[src/rtl/wb_pkg.sv]
// Shared Wishbone definitions: arbiter FSM states and cycle/burst type encodings.
package wb_pkg;

    typedef enum logic [1:0] {
        StIdle  = 2'd0,
        StBusy  = 2'd1,
        StYield = 2'd2,
        StAbort = 2'd3
    } arb_state_e;

    // Cycle type identifiers
    localparam logic [2:0] CtiClassic = 3'b000;
    localparam logic [2:0] CtiIncr    = 3'b010;
    localparam logic [2:0] CtiEob     = 3'b111;

    // Burst type extensions
    localparam logic [1:0] BteLinear = 2'b00;
    localparam logic [1:0] BteWrap4  = 2'b01;
    localparam logic [1:0] BteWrap8  = 2'b10;
    localparam logic [1:0] BteWrap16 = 2'b11;

endpackage

[src/rtl/wb_rr_arbiter_if.sv]
// Wishbone bundle for one or more masters; per-port fields are packed at slice i.
// Read data is a single shared bus.
interface wb_rr_arbiter_if #(
    parameter int unsigned NUM_PORTS  = 1,
    parameter int unsigned ADDR_WIDTH = 24,
    parameter int unsigned DATA_WIDTH = 8,
    parameter int unsigned SEL_WIDTH  = DATA_WIDTH / 8
);
    logic [NUM_PORTS-1:0]            cyc;
    logic [NUM_PORTS-1:0]            stb;
    logic [NUM_PORTS-1:0]            we;
    logic [NUM_PORTS*ADDR_WIDTH-1:0] adr;
    logic [NUM_PORTS*SEL_WIDTH-1:0]  sel;
    logic [NUM_PORTS*DATA_WIDTH-1:0] dat_w;
    logic [NUM_PORTS*3-1:0]          cti;
    logic [NUM_PORTS*2-1:0]          bte;
    logic [NUM_PORTS-1:0]            ack;
    logic [NUM_PORTS-1:0]            err;
    logic [NUM_PORTS-1:0]            rty;
    logic [DATA_WIDTH-1:0]           dat_r;

    modport master (
        output cyc, stb, we, adr, sel, dat_w, cti, bte,
        input  ack, err, rty, dat_r
    );

    modport slave (
        input  cyc, stb, we, adr, sel, dat_w, cti, bte,
        output ack, err, rty, dat_r
    );
endinterface

[src/rtl/rr_pick.sv]
// Combinational round-robin picker: first set request at or above ptr_i, wrapping.
module rr_pick #(
    parameter int unsigned NUM_PORTS = 4,
    localparam int unsigned PtrWidth = (NUM_PORTS > 1) ? $clog2(NUM_PORTS) : 1
) (
    input  logic [NUM_PORTS-1:0] req_i,
    input  logic [PtrWidth-1:0]  ptr_i,
    output logic [NUM_PORTS-1:0] gnt_o,
    output logic                 valid_o
);
    // Scan every offset from the pointer; the first hit wins.
    always_comb begin
        gnt_o   = '0;
        valid_o = 1'b0;
        for (int unsigned off = 0; off < NUM_PORTS; off++) begin
            for (int unsigned p = 0; p < NUM_PORTS; p++) begin
                if (!valid_o && req_i[p] &&
                    (p == (int'(ptr_i) + off) % NUM_PORTS)) begin
                    gnt_o[p] = 1'b1;
                    valid_o  = 1'b1;
                end
            end
        end
    end
endmodule

[src/rtl/wb_rr_arbiter.sv]
// N:1 Wishbone round-robin arbiter with per-tenure beat limiting and a stall watchdog.
module wb_rr_arbiter
    import wb_pkg::*;
#(
    parameter int unsigned NUM_PORTS  = 4,
    parameter int unsigned ADDR_WIDTH = 24,
    parameter int unsigned DATA_WIDTH = 8,
    parameter int unsigned SEL_WIDTH  = DATA_WIDTH / 8,
    parameter int unsigned MAX_BEATS  = 16,
    parameter int unsigned TIMEOUT    = 255
) (
    input  logic                 clk_i,
    input  logic                 rst_ni,
    wb_rr_arbiter_if.slave       wbs,
    wb_rr_arbiter_if.master      wbm,
    output logic [NUM_PORTS-1:0] gnt_o,
    output logic                 timeout_o
);
    localparam int unsigned PtrWidth  = (NUM_PORTS > 1) ? $clog2(NUM_PORTS) : 1;
    localparam int unsigned BeatWidth = $clog2(MAX_BEATS + 1);
    localparam int unsigned WdogWidth = $clog2(TIMEOUT + 1);
    localparam logic [BeatWidth-1:0] BeatMax  = BeatWidth'(MAX_BEATS);
    localparam logic [WdogWidth-1:0] WdogMax  = WdogWidth'(TIMEOUT);
    localparam logic [PtrWidth-1:0]  LastPort = PtrWidth'(NUM_PORTS - 1);

    arb_state_e             state_q, state_d;
    logic [NUM_PORTS-1:0]   gnt_q, gnt_d;
    logic [PtrWidth-1:0]    ptr_q, ptr_d;
    logic [BeatWidth-1:0]   beat_q, beat_d;
    logic [WdogWidth-1:0]   wdog_q, wdog_d;

    logic [NUM_PORTS-1:0]   pick_gnt;
    logic                   pick_valid;
    logic [PtrWidth-1:0]    gnt_idx;
    logic                   g_cyc, g_stb, g_we;
    logic [ADDR_WIDTH-1:0]  g_adr;
    logic [SEL_WIDTH-1:0]   g_sel;
    logic [DATA_WIDTH-1:0]  g_dat;
    logic [2:0]             g_cti;
    logic [1:0]             g_bte;
    logic                   busy, others_req, term, yield_rty, stb_fwd, fire, release_bus;

    rr_pick #(
        .NUM_PORTS(NUM_PORTS)
    ) u_pick (
        .req_i  (wbs.cyc),
        .ptr_i  (ptr_q),
        .gnt_o  (pick_gnt),
        .valid_o(pick_valid)
    );

    // Select the granted port's request fields using the registered one-hot grant.
    always_comb begin
        gnt_idx = '0;
        g_cyc   = 1'b0;
        g_stb   = 1'b0;
        g_we    = 1'b0;
        g_adr   = '0;
        g_sel   = '0;
        g_dat   = '0;
        g_cti   = '0;
        g_bte   = '0;
        for (int unsigned i = 0; i < NUM_PORTS; i++) begin
            if (gnt_q[i]) begin
                gnt_idx = PtrWidth'(i);
                g_cyc   = wbs.cyc[i];
                g_stb   = wbs.stb[i];
                g_we    = wbs.we[i];
                g_adr   = wbs.adr[i*ADDR_WIDTH +: ADDR_WIDTH];
                g_sel   = wbs.sel[i*SEL_WIDTH +: SEL_WIDTH];
                g_dat   = wbs.dat_w[i*DATA_WIDTH +: DATA_WIDTH];
                g_cti   = wbs.cti[i*3 +: 3];
                g_bte   = wbs.bte[i*2 +: 2];
            end
        end
    end

    assign busy        = (state_q == StBusy);
    assign others_req  = |(wbs.cyc & ~gnt_q);
    assign term        = wbm.ack[0] | wbm.err[0] | wbm.rty[0];
    // A dropping cyc suppresses the yield retry, so it is gated by g_cyc.
    assign yield_rty   = busy & g_cyc & g_stb & others_req & (beat_q == BeatMax);
    assign stb_fwd     = busy & g_cyc & g_stb & ~yield_rty;
    // A termination arriving in the expiry cycle wins over the watchdog.
    assign fire        = stb_fwd & ~term & (wdog_q == WdogMax);
    assign release_bus = (state_q != StIdle) & ~g_cyc;

    // Next-state logic: grant, beat limit, watchdog and end-of-tenure handling.
    always_comb begin
        state_d = state_q;
        gnt_d   = gnt_q;
        ptr_d   = ptr_q;
        beat_d  = beat_q;
        wdog_d  = wdog_q;
        if (release_bus) begin
            state_d = StIdle;
            gnt_d   = '0;
            ptr_d   = (gnt_idx == LastPort) ? '0 : gnt_idx + 1'b1;
            beat_d  = '0;
            wdog_d  = '0;
        end else begin
            unique case (state_q)
                StIdle: begin
                    if (pick_valid) begin
                        state_d = StBusy;
                        gnt_d   = pick_gnt;
                        beat_d  = '0;
                        wdog_d  = '0;
                    end
                end
                StBusy: begin
                    if (yield_rty) begin
                        state_d = StYield;
                        wdog_d  = '0;
                    end else if (fire) begin
                        state_d = StAbort;
                        wdog_d  = '0;
                    end else begin
                        if (wbm.ack[0] && (beat_q != BeatMax)) beat_d = beat_q + 1'b1;
                        wdog_d = (stb_fwd && !term) ? wdog_q + 1'b1 : '0;
                    end
                end
                StYield, StAbort: ;
                default: state_d = StIdle;
            endcase
        end
    end

    // Arbiter state registers.
    always_ff @(posedge clk_i or negedge rst_ni) begin
        if (!rst_ni) begin
            state_q <= StIdle;
            gnt_q   <= '0;
            ptr_q   <= '0;
            beat_q  <= '0;
            wdog_q  <= '0;
        end else begin
            state_q <= state_d;
            gnt_q   <= gnt_d;
            ptr_q   <= ptr_d;
            beat_q  <= beat_d;
            wdog_q  <= wdog_d;
        end
    end

    assign gnt_o     = gnt_q;
    assign timeout_o = fire;

    assign wbm.cyc   = busy;
    assign wbm.stb   = stb_fwd;
    assign wbm.we    = busy & g_we;
    assign wbm.adr   = busy ? g_adr : '0;
    assign wbm.sel   = busy ? g_sel : '0;
    assign wbm.dat_w = busy ? g_dat : '0;
    assign wbm.cti   = busy ? g_cti : '0;
    assign wbm.bte   = busy ? g_bte : '0;

    assign wbs.ack   = gnt_q & {NUM_PORTS{busy & wbm.ack[0]}};
    assign wbs.err   = gnt_q & {NUM_PORTS{busy & (wbm.err[0] | fire)}};
    assign wbs.rty   = gnt_q & {NUM_PORTS{busy & (wbm.rty[0] | yield_rty)}};
    assign wbs.dat_r = wbm.dat_r;

endmodule

[src/flat_wrapper.sv]
// flat-port wrapper written by rule: the top's interface ports become plain ports
module wb_rr_arbiter_flat import wb_pkg::*;
#(
    parameter int unsigned NUM_PORTS  = 4,
    parameter int unsigned ADDR_WIDTH = 24,
    parameter int unsigned DATA_WIDTH = 8,
    parameter int unsigned SEL_WIDTH  = DATA_WIDTH / 8,
    parameter int unsigned MAX_BEATS  = 16,
    parameter int unsigned TIMEOUT    = 255
)
  (clk_i, rst_ni, gnt_o, timeout_o, wbs_cyc, wbs_stb, wbs_we, wbs_adr, wbs_sel, wbs_dat_w, wbs_cti, wbs_bte, wbs_ack, wbs_err, wbs_rty, wbs_dat_r, wbm_cyc, wbm_stb, wbm_we, wbm_adr, wbm_sel, wbm_dat_w, wbm_cti, wbm_bte, wbm_ack, wbm_err, wbm_rty, wbm_dat_r);
  wb_rr_arbiter_if #(.NUM_PORTS(NUM_PORTS), .ADDR_WIDTH(ADDR_WIDTH), .DATA_WIDTH(DATA_WIDTH), .SEL_WIDTH(SEL_WIDTH)) wbs_i ();
  wb_rr_arbiter_if #(.NUM_PORTS(NUM_PORTS), .ADDR_WIDTH(ADDR_WIDTH), .DATA_WIDTH(DATA_WIDTH), .SEL_WIDTH(SEL_WIDTH)) wbm_i ();
  input  logic clk_i;
  input  logic rst_ni;
  output logic [NUM_PORTS-1:0] gnt_o;
  output logic timeout_o;
  input wire logic [$bits(wbs_i.cyc)-1:0] wbs_cyc;
  input wire logic [$bits(wbs_i.stb)-1:0] wbs_stb;
  input wire logic [$bits(wbs_i.we)-1:0] wbs_we;
  input wire logic [$bits(wbs_i.adr)-1:0] wbs_adr;
  input wire logic [$bits(wbs_i.sel)-1:0] wbs_sel;
  input wire logic [$bits(wbs_i.dat_w)-1:0] wbs_dat_w;
  input wire logic [$bits(wbs_i.cti)-1:0] wbs_cti;
  input wire logic [$bits(wbs_i.bte)-1:0] wbs_bte;
  output wire logic [$bits(wbs_i.ack)-1:0] wbs_ack;
  output wire logic [$bits(wbs_i.err)-1:0] wbs_err;
  output wire logic [$bits(wbs_i.rty)-1:0] wbs_rty;
  output wire logic [$bits(wbs_i.dat_r)-1:0] wbs_dat_r;
  output wire logic [$bits(wbm_i.cyc)-1:0] wbm_cyc;
  output wire logic [$bits(wbm_i.stb)-1:0] wbm_stb;
  output wire logic [$bits(wbm_i.we)-1:0] wbm_we;
  output wire logic [$bits(wbm_i.adr)-1:0] wbm_adr;
  output wire logic [$bits(wbm_i.sel)-1:0] wbm_sel;
  output wire logic [$bits(wbm_i.dat_w)-1:0] wbm_dat_w;
  output wire logic [$bits(wbm_i.cti)-1:0] wbm_cti;
  output wire logic [$bits(wbm_i.bte)-1:0] wbm_bte;
  input wire logic [$bits(wbm_i.ack)-1:0] wbm_ack;
  input wire logic [$bits(wbm_i.err)-1:0] wbm_err;
  input wire logic [$bits(wbm_i.rty)-1:0] wbm_rty;
  input wire logic [$bits(wbm_i.dat_r)-1:0] wbm_dat_r;
  assign wbs_i.cyc = wbs_cyc;
  assign wbs_i.stb = wbs_stb;
  assign wbs_i.we = wbs_we;
  assign wbs_i.adr = wbs_adr;
  assign wbs_i.sel = wbs_sel;
  assign wbs_i.dat_w = wbs_dat_w;
  assign wbs_i.cti = wbs_cti;
  assign wbs_i.bte = wbs_bte;
  assign wbs_ack = wbs_i.ack;
  assign wbs_err = wbs_i.err;
  assign wbs_rty = wbs_i.rty;
  assign wbs_dat_r = wbs_i.dat_r;
  assign wbm_cyc = wbm_i.cyc;
  assign wbm_stb = wbm_i.stb;
  assign wbm_we = wbm_i.we;
  assign wbm_adr = wbm_i.adr;
  assign wbm_sel = wbm_i.sel;
  assign wbm_dat_w = wbm_i.dat_w;
  assign wbm_cti = wbm_i.cti;
  assign wbm_bte = wbm_i.bte;
  assign wbm_i.ack = wbm_ack;
  assign wbm_i.err = wbm_err;
  assign wbm_i.rty = wbm_rty;
  assign wbm_i.dat_r = wbm_dat_r;
  wb_rr_arbiter #(.NUM_PORTS(NUM_PORTS), .ADDR_WIDTH(ADDR_WIDTH), .DATA_WIDTH(DATA_WIDTH), .SEL_WIDTH(SEL_WIDTH), .MAX_BEATS(MAX_BEATS), .TIMEOUT(TIMEOUT)) u_core (.clk_i(clk_i), .rst_ni(rst_ni), .wbs(wbs_i), .wbm(wbm_i), .gnt_o(gnt_o), .timeout_o(timeout_o));
endmodule
[config.mk]
export PLATFORM = sky130hd
export DESIGN_NAME = wb_rr_arbiter_flat
export DESIGN_NICKNAME = d
export VERILOG_FILES = /design/src/rtl/wb_pkg.sv /design/src/rtl/wb_rr_arbiter_if.sv /design/src/rtl/rr_pick.sv /design/src/rtl/wb_rr_arbiter.sv /design/src/flat_wrapper.sv
export SDC_FILE = /design/constraint.sdc
export NUM_CORES = 1
export LEC_CHECK = 0
export ABC_CLOCK_PERIOD_IN_PS = 2700
export CORE_AREA = 3 3 143 145
export CTS_CLUSTER_SIZE = 14
export DETAILED_ROUTE_END_ITERATION = 12
export DIE_AREA = 0 0 146 148
export DONT_BUFFER_PORTS = 1
export PLACE_DENSITY = 0.41
export SLEW_MARGIN = 5
export SYNTH_ARGS = -nofsm -noshare
export SYNTH_HDL_FRONTEND = slang
export SYNTH_SLANG_ARGS = --single-unit
[constraint.sdc]
create_clock -name clk_i -period 2.7 [get_ports clk_i]
set_input_delay 0.81 -clock clk_i [delete_from_list [all_inputs] [get_ports clk_i]]
set_output_delay 0.81 -clock clk_i [all_outputs]
set_load 0.01 [all_outputs]
Word level (Yosys, flattened, before mapping). Cells that the tools add are included.

Register bits: 21. Input port bits: 186. Output and inout bits: 189. Word-level logic and storage cells: 212.

Add/sub/neg operators: 6. Eq/ne operators: 22. Muxes and demuxes: 92. Bitwise operators: 24. Reduce and logical (&&, ||, !) cells: 63.

Operators with widths (number): zero test 32 bit (4); 2-to-1 mux 24 bit (5); 2-to-1 mux 8 bit (10); 2-to-1 mux 1 bit (49); logical AND 1 bit (33); 2-to-1 mux 5 bit (5); 2-to-1 mux 2 bit (12); AND 4 bit (4); equality test 2 bit (first input constant) (8); zero test 1 bit (16); one-hot mux 8 bit (2 select lines) (1); 2-to-1 mux 3 bit (5); AND 1 bit (12); 2-to-1 mux 4 bit (3); one-hot mux 5 bit (2 select lines) (1); != test 3 bit (second input constant) (3); adder 8 x 1 -> 8 bit (second input constant) (1); equality test 1 x 2 -> 1 bit (first input constant) (4); equality test 8 bit (second input constant) (1); nonzero test 2 bit (3); adder 5 x 1 -> 5 bit (second input constant) (1); equality test 5 bit (second input constant) (1); != test 5 bit (second input constant) (1); AND reduction 5 bit (1); 15 further kinds (23).

Logic depth before layout (Yosys ltp). Gate-level depths: netlist of the first run.

Depth after elaboration: 66. Depth in mapped cells: 8. Depth with buffers taken out: 7.

Hierarchy. From an unflattened synthesis of the first run, not the netlist that was laid out.

Cell total of the unflattened synthesis: 542. Area total of the unflattened synthesis: 3663.5 um2.

By module, submodules not included: wb_rr_arbiter (times used 1, cells each 524, area an instance 3558.4 um2, sequential area each 525.5 um2); rr_pick (times used 1, cells each 18, area an instance 105.1 um2, sequential area each 0.0 um2).

Worst setup path before layout of the first run. OpenSTA, ideal clock, no wires.

Kind: in2out. From: input port wbm_ack[0]. To: output port timeout_o. Arrival: 1.999 ns. Required time: 1.890 ns. Path slack: -0.109 ns. Stages on the path: 5. Buffers on the path: 1. Path through: nor3_1 > nand3_1 > nor4b_4 > buf_2 > and2_1.

Word-level cells in the longest chain between the ends: 5.

RTL lines: start: declaration (line flat_wrapper.sv:38) `input wire logic [$bits(wbm_i.ack)-1:0] wbm_ack;`; OR 1 bit (2 in series) (line wb_rr_arbiter.sv:80) `assign term = wbm.ack[0] | wbm.err[0] | wbm.rty[0];`; inverter 1 bit (line wb_rr_arbiter.sv:85) `assign fire = stb_fwd & ~term & (wdog_q == WdogMax);`; AND 1 bit (2 in series) (line wb_rr_arbiter.sv:85); end: declaration (line flat_wrapper.sv:17) `output logic timeout_o;`.

Every way passes these cells.

Worst setup path after layout of the first run.
From: register u_core.gnt_q[1], in the netlist u_core.gnt_o[1]. To: output port wbs_err[2].

Word-level cells in the longest chain between the ends: 14. Elaborated cells between the ends (all ways): 20. Those cells by class: 6 x mux; 13 x bitwise; 1 x reduce/logical.

RTL lines: start: declaration (line wb_rr_arbiter.sv:27) `logic [NUM_PORTS-1:0] gnt_q, gnt_d;`; start signal: assignment (line wb_rr_arbiter.sv:139) `gnt_q <= gnt_d;`; 2-to-1 mux 1 bit (3 in series) (line wb_rr_arbiter.sv:64) `if (gnt_q[i]) begin`; AND 1 bit (2 in series) (line wb_rr_arbiter.sv:82, wb_rr_arbiter.sv:83); AND 1 bit (2 in series) (line wb_rr_arbiter.sv:82) `assign yield_rty = busy & g_cyc & g_stb & others_req & (beat_q == BeatMax);`; inverter 1 bit (line wb_rr_arbiter.sv:83) `assign stb_fwd = busy & g_cyc & g_stb & ~yield_rty;`; AND 1 bit (*) (line wb_rr_arbiter.sv:83); AND 1 bit (*) (2 in series) (line wb_rr_arbiter.sv:85); OR 1 bit (*) (line wb_rr_arbiter.sv:159) `assign wbs.err = gnt_q & {NUM_PORTS{busy & (wbm.err[0] | fire)}};`; AND 1 bit (*) (line wb_rr_arbiter.sv:159); AND 4 bit (*) (line wb_rr_arbiter.sv:159); end: declaration (line flat_wrapper.sv:27) `output wire logic [$bits(wbs_i.err)-1:0] wbs_err;`.

Every way passes the cells marked *; elsewhere a longest branch is shown, timed or not.

==> flow_summary.yaml, run 1 <==
status:
  outcome: "finished with violations"
  violations: "negative setup slack"
logic_synthesis:
  netlist.top_cell.by_area: "buf_4"
  yosysWarnings: 0
  ys_seq_area_share_pct: 14.1
  async_flop_share_pct: 100
  yosysUniqueCellTypes: 52
  postSynthCellCount: 529
  avgSynthCellArea_um2: 7.05
  netlist_top_cells_area: "buf_4 (27%), dfrtp_1 (14%), a221oi_1 (8.9%)"
  yosys_most_used_dff: "dfrtp_1"
  netlist.area_leader.share_pct: 26.8
  synth_edf_count: 0
  yosys_register_bits: 21
  netlist_area_mm2: 0.00373
detailed_routing:
  via_per_inst: 4.44
  wire_per_inst_um: 17.4
  vias: 3564
  routed_wl_mm: 14.0
  ant_nets: 0
  firstDrtPassIters: 4
  drc: 0
  drt_iter0_drc: 154
sta:
  finalSetupViolCount: 5
  drv_slew: 0
  max_freq_mhz: 367
  finalHoldViolCount: 0
  worst_pin_slew_ns: 0.688
  finalClockSkew_ns: 0.00255
  worst_slack_ns: -0.0262
  rsz0062_at_grt: "yes"
  timing.final.crit_share_pct: 101
  slew_headroom_pct: 54.1
  fin_crit_ns: 2.73
  fin_tns_setup_ns: -0.0730
pwr:
  powerDensity_mw_per_mm2: 942
  vdd_drop_max_v: 0.000332
  p_leak_nw: 1.85
global_route:
  grt_max_degree: 86
  grt_pass1_vias: 3180
  grt_pass1_wl_mm: 18.8
  grt_antenna_before_repair: 0
  grt.overflow.total: 0
  grtUsageTotal_pct: 10.7
critical_path:
  critical_path.max_stage_delay_ns: 0.46
  start_kind: "flop"
  crit_path_end_kind: "output port"
  crit_start: "u_core.gnt_o[1]"
  crit_type: "flop to output port"
  crit_path_cell_trace: "nand3b_1 > a211oi_2 > nor4b_4 > a21oi_1 > buf_4 > nor2_4"
  crit_arrival_ns: 1.92
  r2r_start: "u_core.gnt_o[2]"
  worst-path-buf-inv: 1
  crit_fanout: 7
  cp_slowest_cell: "dfrtp_2"
  cp_top_family: "simple AND/OR/NAND/NOR gates"
  critPathRequiredTime_ns: 1.89
hold_path:
  hp-class: "primary input to asynchronous set/reset pin"
place:
  gp_congestion: 0.760
  place_hpwl_mm: 9.97
  pre_cts_ws_ns: -0.151
  port_buffers: 0
cts:
  cts-htree-levels: 1
  path_clk_slew_ns: 0.06
  clock-sinks: 21
  hold_buffers: 0
  cts_buffer_depth: 2
  clock_latency_ns: 0.25
  cts_tree: "done"
  cts_made_buffers: 3
  ctsRootBufferMaster: "clkbuf_16"
floorplan:
  num_rows: 51
  fp.dieH_um: 148
  pin_count: 375
  initial_utilization_pct: 19.3
  core_mm2: 0.0193
  dieArea_mm2: 0.0216
  die_x_um: 146
finish:
  fin_nets: 727
  antenna_cells: 0
  final_common_cell: "conb_1"
  syn_to_final_growth_pct: 20.9
  layout_common_cells: "conb_1 (123), a21oi_1 (43), nor2b_1 (41)"
  layout-drive-gt1-share_pct: 28.3
job:
  timing.max_cap.violations: 0
metal layers:
| layer | up-vias | GRT usage, % | routed length [um] |
|---|---|---|---|
| met5 | - | 0 | 0 |
| met2 | 198 | 20.1 | 7400 |
| met1 | 1712 | 13.3 | 5510 |
| met4 | 0 | 1.13 | 89 |
| li1 | 1644 | - | - |
| met3 | 10 | 1.75 | 985 |
registers in the layout (all words and copies together) (netlist names):
| signal | flops |
|---|---|
| u_core.beat_q | 5 |
| u_core.gnt_o | 4 |
| u_core.state_q | 2 |
| u_core.ptr_q | 2 |
| u_core.wdog_q | 8 |
Yosys cell counts, types with 3 or more instances:
master,n
a21oi_1,48
a221oi_1,38
a31oi_1,9
a32o_1,3
a41oi_1,3
and2_1,6
and3_1,8
buf_2,3
buf_4,133
clkbuf_1,33
dfrtp_1,21
ha_1,3
inv_1,7
nand2_1,13
nand2b_1,9
nand3_1,6
nand3b_1,3
nor2_1,49
nor2b_1,44
nor3_1,41
o21ai_0,8
stage by stage:
stage / total power, mW / instance area [um2] / util, % / hold slack (ns) / cells
final: 4.24 / 4510 / 23.3 / 0.248 / 802
after global routing: 4.61 / 4510 / 23.3 / 0.236 / 802
after CTS: 3.63 / 3980 / 20.6 / 0.242 / 789
after detailed placement: 3.10 / 3720 / 19.2 / 0.478 / 779
after global placement: 3.11 / 3720 / 19.2 / 0.492 / 779
after floorplan: 2.44 / 4200 / - / 0.445 / 651
worst paths after layout:
path                               endpoint  slack (ns)  cells after the start
setup / recovery                 wbs_err[2]       -0.03                      6
hold / removal             u_core.wdog_q[0]        0.25                      0
setup reg to reg           u_core.beat_q[0]        0.66                      7
hold reg to reg            u_core.wdog_q[7]        0.49                      1
max in group asynchronous   u_core.gnt_o[3]        2.37                      0
min in group clk_i         u_core.wdog_q[7]        0.49                      1
where the power goes:
part	internal (mW)	switching (mW)	total, mW
combinational	1.48	1.97	3.46
clock	0.201	0.112	0.313
sequential	0.375	0.101	0.475
cell type report:
cell class | instances | area, um2
Inverter | 7 | 26.3
Sequential cell | 21 | 533
Timing Repair Buffer | 54 | 617
Clock buffer | 4 | 78.8
Fill cell | 2169 | 14800
Multi-Input combinational cell | 451 | 2920
Tap cell | 265 | 332
logic make-up (layout without fill, tap and decap cells):
logic type,after synthesis,in the layout,synth area share [%]
AND/OR/NAND/NOR,193,193,27.8
buffers and inverters,179,65,31.7
AO/OA/AOI/OAI,129,129,24.3
flip-flops,21,21,14.1
adder cells (fa/ha/maj),3,3,1.01
multiplexers,2,2,0.671
other,1,123,0.101
XOR/XNOR,1,1,0.235
repair_timing:
action,in CTS,in global routing
resized for setup,24,79
pin swaps,7,22
gates cloned,1,2
endpoints found under the setup margin,26,39
setup buffers,5,11
Note: power is estimated with default switching activity, not from simulation.
==> run 2: changes to the inputs <==
--- a/config.mk
+++ b/config.mk
@@ -11,6 +11,7 @@
 export DETAILED_ROUTE_END_ITERATION = 12
 export DIE_AREA = 0 0 146 148
 export DONT_BUFFER_PORTS = 1
+export GPL_TIMING_DRIVEN = 1
 export PLACE_DENSITY = 0.41
 export SLEW_MARGIN = 5
 export SYNTH_ARGS = -nofsm -noshare
==> results of run 2 <==
Final layout, timing and power as in run 1 (identical DEF).
==> run 3: changes to the inputs <==
--- a/config.mk
+++ b/config.mk
@@ -6,6 +6,7 @@
 export NUM_CORES = 1
 export LEC_CHECK = 0
 export ABC_CLOCK_PERIOD_IN_PS = 2700
+export CAP_MARGIN = 20
 export CORE_AREA = 3 3 143 145
 export CTS_CLUSTER_SIZE = 14
 export DETAILED_ROUTE_END_ITERATION = 12
==> results of run 3 <==
Final layout, timing and power as in run 1 (identical DEF).
